### src/rtl/cpu_pkg.sv
// Shared types, instruction field positions and opcode helpers for the
// multi-cycle CPU core and its ALU.
package cpu_pkg;

  typedef enum logic [1:0] {
    ST_FETCH = 2'd0,
    ST_EXEC  = 2'd1,
    ST_WB    = 2'd2,
    ST_HALT  = 2'd3
  } state_t;

  typedef enum logic [5:0] {
    OP_ADD  = 6'h00,
    OP_SUB  = 6'h01,
    OP_AND  = 6'h02,
    OP_OR   = 6'h03,
    OP_XOR  = 6'h04,
    OP_SHL  = 6'h05,
    OP_SHR  = 6'h06,
    OP_ADDI = 6'h10,
    OP_SUBI = 6'h11,
    OP_ANDI = 6'h12,
    OP_LI   = 6'h13,
    OP_HALT = 6'h3F
  } opcode_t;

  localparam int OPC_HI = 15;
  localparam int OPC_LO = 10;
  localparam int RS_HI  = 9;
  localparam int RS_LO  = 7;
  localparam int RT_HI  = 6;
  localparam int RT_LO  = 4;
  localparam int RD_HI  = 3;
  localparam int RD_LO  = 1;
  localparam int IRD_HI = 9;
  localparam int IRD_LO = 7;
  localparam int IMM_W  = 7;

  function automatic logic is_itype(input logic [5:0] op);
    return op inside {OP_ADDI, OP_SUBI, OP_ANDI, OP_LI};
  endfunction

  function automatic logic is_legal(input logic [5:0] op);
    return (op <= 6'h06) || is_itype(op) || (op == OP_HALT);
  endfunction

endpackage

### src/rtl/alu_ext.sv
// Combinational ALU: arithmetic, logic and shifts with zero/carry outputs.
// Carry is carry-out for add, borrow for subtract, last bit out for shifts.
module alu_ext
  import cpu_pkg::*;
#(
  parameter int DATA_W = 8
) (
  input  logic [DATA_W-1:0] a,
  input  logic [DATA_W-1:0] b,
  input  logic [5:0]        op,
  output logic [DATA_W-1:0] result,
  output logic              carry,
  output logic              zero
);

  localparam int SHW = (DATA_W > 1) ? $clog2(DATA_W) : 1;

  logic [SHW-1:0]  sh;
  logic [DATA_W:0] wide;

  assign sh = b[SHW-1:0];

  always_comb begin
    result = '0;
    carry  = 1'b0;
    wide   = '0;
    case (op)
      OP_ADD, OP_ADDI: begin
        wide   = {1'b0, a} + {1'b0, b};
        result = wide[DATA_W-1:0];
        carry  = wide[DATA_W];
      end
      OP_SUB, OP_SUBI: begin
        result = a - b;
        carry  = (a < b);
      end
      OP_AND, OP_ANDI: result = a & b;
      OP_OR:           result = a | b;
      OP_XOR:          result = a ^ b;
      // One guard bit on the outgoing side captures the last bit shifted out.
      OP_SHL: begin
        wide   = {1'b0, a} << sh;
        result = wide[DATA_W-1:0];
        carry  = wide[DATA_W];
      end
      OP_SHR: begin
        wide   = {a, 1'b0} >> sh;
        result = wide[DATA_W:1];
        carry  = wide[0];
      end
      OP_LI:   result = b;
      default: result = '0;
    endcase
  end

  assign zero = (result == '0);

endmodule

### src/rtl/mc_cpu_core.sv
// Multi-cycle CPU core: FETCH/EXEC/WB/HALT sequencing, inline register file,
// registered result and flags, and a wrapping retire counter.
module mc_cpu_core
  import cpu_pkg::*;
#(
  parameter int DATA_W   = 8,
  parameter int NUM_REGS = 8,
  parameter int CNT_W    = 16
) (
  input  logic              clk,
  input  logic              rst_n,
  input  logic [15:0]       instr,
  input  logic              instr_valid,
  output logic              instr_ready,
  output logic              retire_valid,
  output logic [DATA_W-1:0] result_out,
  output logic              flag_z,
  output logic              flag_c,
  output logic              illegal,
  output logic              halted,
  output logic [CNT_W-1:0]  retire_cnt,
  output logic [1:0]        dbg_state
);

  // Handshake: an instruction is accepted on a rising edge where
  // instr_valid && instr_ready; instr_ready is high only in FETCH.

  state_t            state, state_nxt;
  logic [15:0]       ir;
  logic [DATA_W-1:0] regs [NUM_REGS];

  logic [5:0]        opc;
  logic              itype, legal, alu_op;
  logic [2:0]        src_a_idx, src_b_idx, dst_idx;
  logic [DATA_W-1:0] rf_a, rf_b, imm, op_b, alu_res;
  logic              alu_c, alu_z;

  assign opc       = ir[OPC_HI:OPC_LO];
  assign itype     = is_itype(opc);
  assign legal     = is_legal(opc);
  assign alu_op    = legal && (opc != OP_HALT);
  assign src_a_idx = itype ? ir[IRD_HI:IRD_LO] : ir[RS_HI:RS_LO];
  assign src_b_idx = ir[RT_HI:RT_LO];
  assign dst_idx   = itype ? ir[IRD_HI:IRD_LO] : ir[RD_HI:RD_LO];

  // Indices beyond NUM_REGS match no entry and therefore read as zero.
  always_comb begin
    rf_a = '0;
    rf_b = '0;
    for (int i = 0; i < NUM_REGS; i++) begin
      if (src_a_idx == i[2:0]) rf_a = regs[i];
      if (src_b_idx == i[2:0]) rf_b = regs[i];
    end
  end

  always_comb begin
    imm = '0;
    for (int i = 0; i < IMM_W && i < DATA_W; i++) imm[i] = ir[i];
  end

  assign op_b = itype ? imm : rf_b;

  alu_ext #(.DATA_W(DATA_W)) u_alu (
    .a      (rf_a),
    .b      (op_b),
    .op     (opc),
    .result (alu_res),
    .carry  (alu_c),
    .zero   (alu_z)
  );

  always_comb begin
    state_nxt = state;
    case (state)
      ST_FETCH: if (instr_valid) state_nxt = ST_EXEC;
      ST_EXEC:  state_nxt = ST_WB;
      ST_WB:    state_nxt = (opc == OP_HALT) ? ST_HALT : ST_FETCH;
      ST_HALT:  state_nxt = ST_HALT;
      default:  state_nxt = ST_FETCH;
    endcase
  end

  assign instr_ready  = (state == ST_FETCH);
  assign retire_valid = (state == ST_WB);
  assign illegal      = retire_valid && !legal;
  assign halted       = (state == ST_HALT);
  assign dbg_state    = state;

  always_ff @(posedge clk) begin
    if (!rst_n) begin
      state      <= ST_FETCH;
      ir         <= '0;
      result_out <= '0;
      flag_z     <= 1'b0;
      flag_c     <= 1'b0;
      retire_cnt <= '0;
      for (int i = 0; i < NUM_REGS; i++) regs[i] <= '0;
    end else begin
      state <= state_nxt;
      if (state == ST_FETCH && instr_valid) ir <= instr;
      // Illegal and HALT keep the flags and report a zero result.
      if (state == ST_EXEC) begin
        if (alu_op) begin
          result_out <= alu_res;
          flag_z     <= alu_z;
          flag_c     <= alu_c;
        end else begin
          result_out <= '0;
        end
      end
      if (state == ST_WB) begin
        retire_cnt <= retire_cnt + CNT_W'(1);
        if (alu_op) begin
          for (int i = 0; i < NUM_REGS; i++)
            if (dst_idx == i[2:0]) regs[i] <= result_out;
        end
      end
    end
  end

endmodule

### config.mk
export PLATFORM = sky130hd
export DESIGN_NAME = mc_cpu_core
export DESIGN_NICKNAME = d
export VERILOG_FILES = /design/src/rtl/cpu_pkg.sv /design/src/rtl/alu_ext.sv /design/src/rtl/mc_cpu_core.sv
export SDC_FILE = /design/constraint.sdc
export NUM_CORES = 1
export LEC_CHECK = 0
export ABC_CLOCK_PERIOD_IN_PS = 6250
export CORE_UTILIZATION = 35
export CTS_BUF_LIST = sky130_fd_sc_hd__clkbuf_4 sky130_fd_sc_hd__clkbuf_8
export DETAILED_ROUTE_END_ITERATION = 7
export GPL_TIMING_DRIVEN = 0
export PLACE_DENSITY_LB_ADDON = 0.12
export SKIP_LAST_GASP = 1
export SLEW_MARGIN = 20
export SYNTH_ARGS = -nofsm -noshare
export SYNTH_HDL_FRONTEND = slang
export SYNTH_SLANG_ARGS = --single-unit
### constraint.sdc
create_clock -name clk -period 6.25 [get_ports clk]
set_input_delay 0.9375 -clock clk [delete_from_list [all_inputs] [get_ports clk]]
set_output_delay 0.9375 -clock clk [all_outputs]
set_load 0.01 [all_outputs]
**After elaboration in Yosys (flattened, before gate mapping)**

Memory sizes are Yosys's and may differ from the RTL's.
Cells that the tools add are included.
W data, S select, Z words.

- Add/subtract/negate cells: 3
- Bitwise operators: 11
- Reductions and logical operators: 17
- Mux-type cells: 73
- $lt $le $gt $ge: 2
- Shifts and indexed selects: 2
- Equal/unequal tests: 37

Operators by type and width:

| kind | count |
|---|---|
| $mux W8 | 26 |
| $pmux W8 S8 | 1 |
| $mux W1 | 41 |
| $eq A3 B3 Y1 const B | 12 |
| $eq A6 B5 Y1 const B | 4 |
| $eq A3 B2 Y1 const B | 6 |
| $eq A6 B3 Y1 const B | 3 |
| $add A16 B1 Y16 const B | 1 |
| $eq A6 B2 Y1 const B | 2 |
| $add A8 B8 Y9 | 1 |
| $eq A3 B1 Y1 const B | 3 |
| $logic_not A3 Y1 | 3 |
| $shl A8 B3 Y9 | 1 |
| $shr A9 B3 Y9 | 1 |
| $and A8 B8 Y8 | 1 |
| $logic_not A8 Y1 | 1 |
| $lt A8 B8 Y1 | 1 |
| $or A1 B1 Y1 | 8 |
| $or A8 B8 Y8 | 1 |
| $pmux W2 S4 | 1 |
| $sub A8 B8 Y8 | 1 |
| $xor A8 B8 Y8 | 1 |
| $eq A6 B1 Y1 const B | 1 |
| $eq A6 B6 Y1 const B | 1 |
| 16 further kinds | 23 |

- Bits in registers: 44
- Output and inout bits: 32
- Logic and storage cells: 152
- Memories kept: 1
- RAM bits: 64

Memories:

| name | words | width | rd ports | clocked after memory_dff | wr ports | line | source |
|---|---|---|---|---|---|---|---|
| regs | 8 | 8 | 8 | 0 | 8 | mc_cpu_core.sv:30 | `logic [DATA_W-1:0] regs [NUM_REGS];` |

**Longest topological paths before layout**

- Depth after elaboration: 13
- Mapped depth: 21
- Mapped depth without buffers: 18

**Hierarchy**

A second synthesis with hierarchy kept.

- Cell total of the unflattened synthesis: 846
- Area, all modules: 7367.1 um2

By module, submodules not included:

| module | area an instance (um2) | cells each | instances | sequential area each (um2) |
|---|---|---|---|---|
| mc_cpu_core | 5446.5 | 565 | 1 | 2802.7 |
| alu_ext | 1920.6 | 281 | 1 | 0.0 |

**Worst setup path before layout**

No wires, ideal clock.

- Path type: register to register
- Start: register ir[7]
- End: register flag_z
- Setup slack: 2478 ps
- Period minus slack after synthesis: 3772 ps
- Arrival: 3698 ps
- Library setup time: 74 ps
- Stages on the path, launching flop included: 21
- Cells stage by stage: dfxtp_1 buf_6 buf_6 buf_6 mux2i_1 o21ai_0 nor2_1 a221oi_1 ha_1 inv_1 fa_1 o21bai_1 a21oi_1 mux2i_1 xnor2_1 a221oi_1 o221a_2 o221ai_1 nor4_1 nand4_1 o22ai_2

- Cells in the longest elaborated chain, start to end: 12

RTL lines:

| item | line | source |
|---|---|---|
| from (decl) | mc_cpu_core.sv:29 | `logic [15:0] ir;` |
| from (signal assigned) | mc_cpu_core.sv:100 | `if (state == ST_FETCH && instr_valid) ir <= instr;` |
| $logic_not A3 Y1 | mc_cpu_core.sv:51 | `if (src_a_idx == i[2:0]) rf_a = regs[i];` |
| $mux W8 (7 in a row) | mc_cpu_core.sv:51 |  |
| $mux W8 (*) | mc_cpu_core.sv:51 |  |
| $sub A8 B8 Y8 (tied with other cells) | alu_ext.sv:34 | `result = a - b;` |
| $pmux W8 S8 (*) | alu_ext.sv:27 | `case (op)` |
| $logic_not A8 Y1 (*) | alu_ext.sv:56 | `assign zero = (result == '0);` |
| to (signal assigned) | mc_cpu_core.sv:105 | `flag_z <= alu_z;` |
| to (decl) | mc_cpu_core.sv:17 | `output logic flag_z,` |

Every way passes the cells marked *; elsewhere a longest branch is shown, timed or not.
A chain may end at the register's enable or synchronous reset.

**Worst setup path after layout**

- Start: register ir[5]
- End: register flag_z

- Cells in the longest elaborated chain, start to end: 13

RTL lines:

| item | line | source |
|---|---|---|
| $logic_not A3 Y1 | mc_cpu_core.sv:52 | `if (src_b_idx == i[2:0]) rf_b = regs[i];` |
| $mux W8 (8 in a row) | mc_cpu_core.sv:52 |  |
| $mux W8 (*) | mc_cpu_core.sv:61 | `assign op_b = itype ? imm : rf_b;` |
| $sub A8 B8 Y8 (tied with other cells) | alu_ext.sv:34 |  |
| $pmux W8 S8 (*) | alu_ext.sv:27 |  |
| $logic_not A8 Y1 (*) | alu_ext.sv:56 |  |

Marked as above.

==> results.py <==
metrics = {
    "routing": {
        "ant_nets": 0,
        "dr.pass1.iters": 5,
        "vias_per_cell": 5.63,
        "drc_errors": 0,
        "drt_iter0_markers": 569,
        "wl_mm": 23.3,
        "vias": 6242,
        "routedWlPerCell_um": 21.0,
    },
    "timing": {
        "drv_slew": 0,
        "finalCriticalPeriod_ps": 4810,
        "finalCritPeriodShare_pct": 76.9,
        "rsz0062_at_grt": "false",
        "max_clock_freq_mhz": 208,
        "worst_pin_slew_ps": 1100,
        "clock-skew-final_ps": 18.3,
        "setup_tns_ps": 0,
        "hold_viol": 0,
        "max_slew_margin_pct": 26.4,
        "finalSetupViolCount": 0,
    },
    "global_routing": {
        "grt_max_degree": 20,
        "first_global_vias": 6085,
        "grt_overflow": 0,
        "grt_usage_pct": 23.3,
        "grt_first_pass_wirelength_mm": 35.5,
        "grt_antenna_before_repair": 0,
    },
    "synthesis": {
        "ys_seq_area_share_pct": 39.7,
        "synth_edf_count": 64,
        "ys_types": 79,
        "postSynth.asyncResetShare_pct": 0,
        "synth-seq-cells": 108,
        "netlist_area_um2": 7070,
        "yosys_warnings": 0,
        "syn_area_per_cell_um2": 9.10,
        "ys.flop_type": "edfxtp_1",
        "syn_inst": 777,
        "synth_nets": 825,
    },
    "floorplan": {
        "coreArea_um2": 19700,
        "die_h_um": 144,
        "start_util_pct": 36.0,
        "row_count": 51,
        "fp.dieW_um": 144,
        "die-area_um2": 20800,
        "io_pins": 51,
    },
    "power": {
        "clkPwrFrac_pct": 23.5,
        "combPwrFrac_pct": 31.3,
        "irDropWorstVdd_mv": 0.105,
        "power_switching_share_pct": 35.8,
        "sequentialPowerShare_pct": 45.2,
        "p_per_area_nw_per_um2": 220,
        "p_leak_nw": 2.94,
        "p_int_mw": 1.14,
        "p_switching_uw": 637,
    },
    "worst_setup_path": {
        "critPathKind": "reg -> reg",
        "timing.rr.start": "ir[5]",
        "end_kind": "register",
        "ff2ff_path_depth": 20,
        "worstPathArrival_ps": 5130,
        "r2r-end": "flag_z",
        "cp_data_required_time_ps": 6570,
        "cp-start-kind": "register",
        "ff2ff_setup_slack_ps": 1440,
        "worstPathMaxFanout": 10,
    },
    "cts": {
        "postCtsSetupBuffers": 0,
        "cts-root-buf": "clkbuf_8",
        "cts_buffers": 9,
        "postCtsHoldBufs": 0,
        "clockBufferDepth": 2,
        "cts_htree_levels": 3,
        "insertion_delay_ps": 390,
        "path_clk_slew_ps": 110,
        "cts_tree": "yes",
        "clock-sinks": 108,
        "ctsResizeCount": 0,
    },
    "cells_and_area": {
        "area_growth_syn_to_layout_pct": 14.3,
        "final_common_cell": "nor2_1",
        "fin_util_pct": 41.1,
        "diodes": 0,
        "final_cell_mix": "nor2_1, nand2_1, edfxtp_1",
        "nets": 886,
        "fill_cells": 2049,
        "drive_above_1_share_pct": 8.90,
    },
    "flow_run": {
        "maxCapViolCount": 0,
    },
    "worst_hold_path": {
        "hold-path-endpoint": "flag_z",
        "min_path_cells": 2,
        "hp-class": "reg -> reg",
        "hp-start": "flag_z",
    },
    "placed_design": {
        "dp_hpwl_mm": 18.4,
        "globalplace.congestion": 0.875,
        "port_buffers": 49,
    },
    "run_status": {
        "status": "complete, no violations",
    },
}
cell usage after synthesis (all sizes together) (3+ instances only):
cell type | n | area share, %
nor2 | 109 | 5.9
nand2 | 97 | 5.2
edfxtp | 64 | 27
o21ai | 45 | 3.3
dfxtp | 44 | 12
a21oi | 34 | 2.6
inv | 34 | 1.8
mux2i | 33 | 5.2
ha | 27 | 4.8
clkbuf | 20 | 1.1
and2 | 19 | 1.7
a21boi | 18 | 1.9
buf | 18 | 1.7
xnor2 | 17 | 2.1
mux2 | 15 | 2.4
nand2b | 15 | 1.3
o22ai | 15 | 1.4
nand3 | 12 | 0.85
nor2b | 11 | 1.0
a22oi | 10 | 1.1
nor3 | 9 | 0.64
a221oi | 8 | 1.3
o211ai | 8 | 0.85
o221ai | 7 | 0.87
a211o | 6 | 0.74
a21o | 6 | 0.64
a221o | 5 | 0.71
o21bai | 5 | 0.53
a211oi | 4 | 0.50
and3 | 4 | 0.35
mux4 | 4 | 1.3
nand4 | 4 | 0.35
or3 | 4 | 0.35
a31o | 3 | 0.37
o21a | 3 | 0.32
o311ai | 3 | 0.37
o31ai | 3 | 0.32
or2 | 3 | 0.27
logic make-up (layout without fill, tap and decap cells):
| logic type | after synthesis | in the layout | synth area share (%) |
|---|---|---|---|
| flops | 108 | 108 | 39.7 |
| xor+xnor | 19 | 19 | 2.35 |
| mux | 52 | 52 | 8.92 |
| fa+ha+maj | 29 | 29 | 5.35 |
| simple gates | 299 | 299 | 19.4 |
| compound gates | 197 | 197 | 19.6 |
| buf+inv | 73 | 139 | 4.69 |
sequential cells by signal, indices dropped and copies added (netlist names):
signal and flops:
dbg_state 2, flag_z 1, result_out 8, regs 64, retire_cnt 16, ir 16, flag_c 1
power groups by stage:
stage	logic, mW	clock network [mW]	registers, mW
6_report	0.557	0.418	0.804
5_1_grt	0.603	0.450	0.808
4_1_cts	0.551	0.425	0.804
3_5_place_dp	0.548	0	0.820
3_3_place_gp	0.548	0	0.820
2_1_floorplan	0.383	0	0.813
worst max path at each step:
stage,from,endpoint,slack [ps],depth (start not counted)
finish,ir[5],flag_z,1440,20
floorplan,ir[7],flag_z,2480,20
global placement,ir[9],flag_z,1110,19
global route,ir[5],flag_z,1170,20
detailed placement,ir[5],flag_z,1560,20
CTS,ir[5],flag_z,1490,20
final cells by class:
class	instances	area (um^2)	share of cell area, %
tap	265	332	4.10
sequential	108	2800	34.7
clock buffer	9	124	1.53
timing repair buffer	50	498	6.16
clock inverter	7	57.6	0.712
buffer	38	195	2.42
inverter	35	136	1.69
multi-input combinational	596	3930	48.7
worst max-delay path, stage by stage, from the launching register on:
cell      delay (ps)
dfxtp_1          380
buf_6            180
buf_4            250
clkbuf_1         620
mux2i_1          280
nor2_1            60
a21oi_1          120
o221ai_1         140
o21ai_0          120
o211ai_1         110
o21a_1           150
ha_1             340
o21bai_1         270
mux2i_1          150
xnor2_1          150
a221oi_1         360
o221a_2          270
o221ai_1         150
nor4_1           310
nand4_1          170
o22ai_2          140
metal layers:
layer  GRT usage [%]  share of wire [%]  vias up
li1                -                  -     2921
met1            30.7                 44     3028
met2            38.2                 46      250
met3            4.11                6.6       43
met4            8.29                2.7        0
met5               0                  0        -
stage by stage:
| step | power (mW) | setup slack [ps] | area, um^2 | hold WS, ps | std cells |
|---|---|---|---|---|---|
| 2_1_floorplan | 1.20 | 2480 | 7070 | 444 | 777 |
| 3_3_place_gp | 1.37 | 1110 | 7890 | 480 | 1091 |
| 3_5_place_dp | 1.37 | 1560 | 7900 | 482 | 1092 |
| 4_1_cts | 1.78 | 1490 | 8080 | 496 | 1108 |
| 5_1_grt | 1.86 | 1170 | 8080 | 529 | 1108 |
| 6_report | 1.78 | 1440 | 8080 | 491 | 1108 |
(Power assumes the default switching activity.)
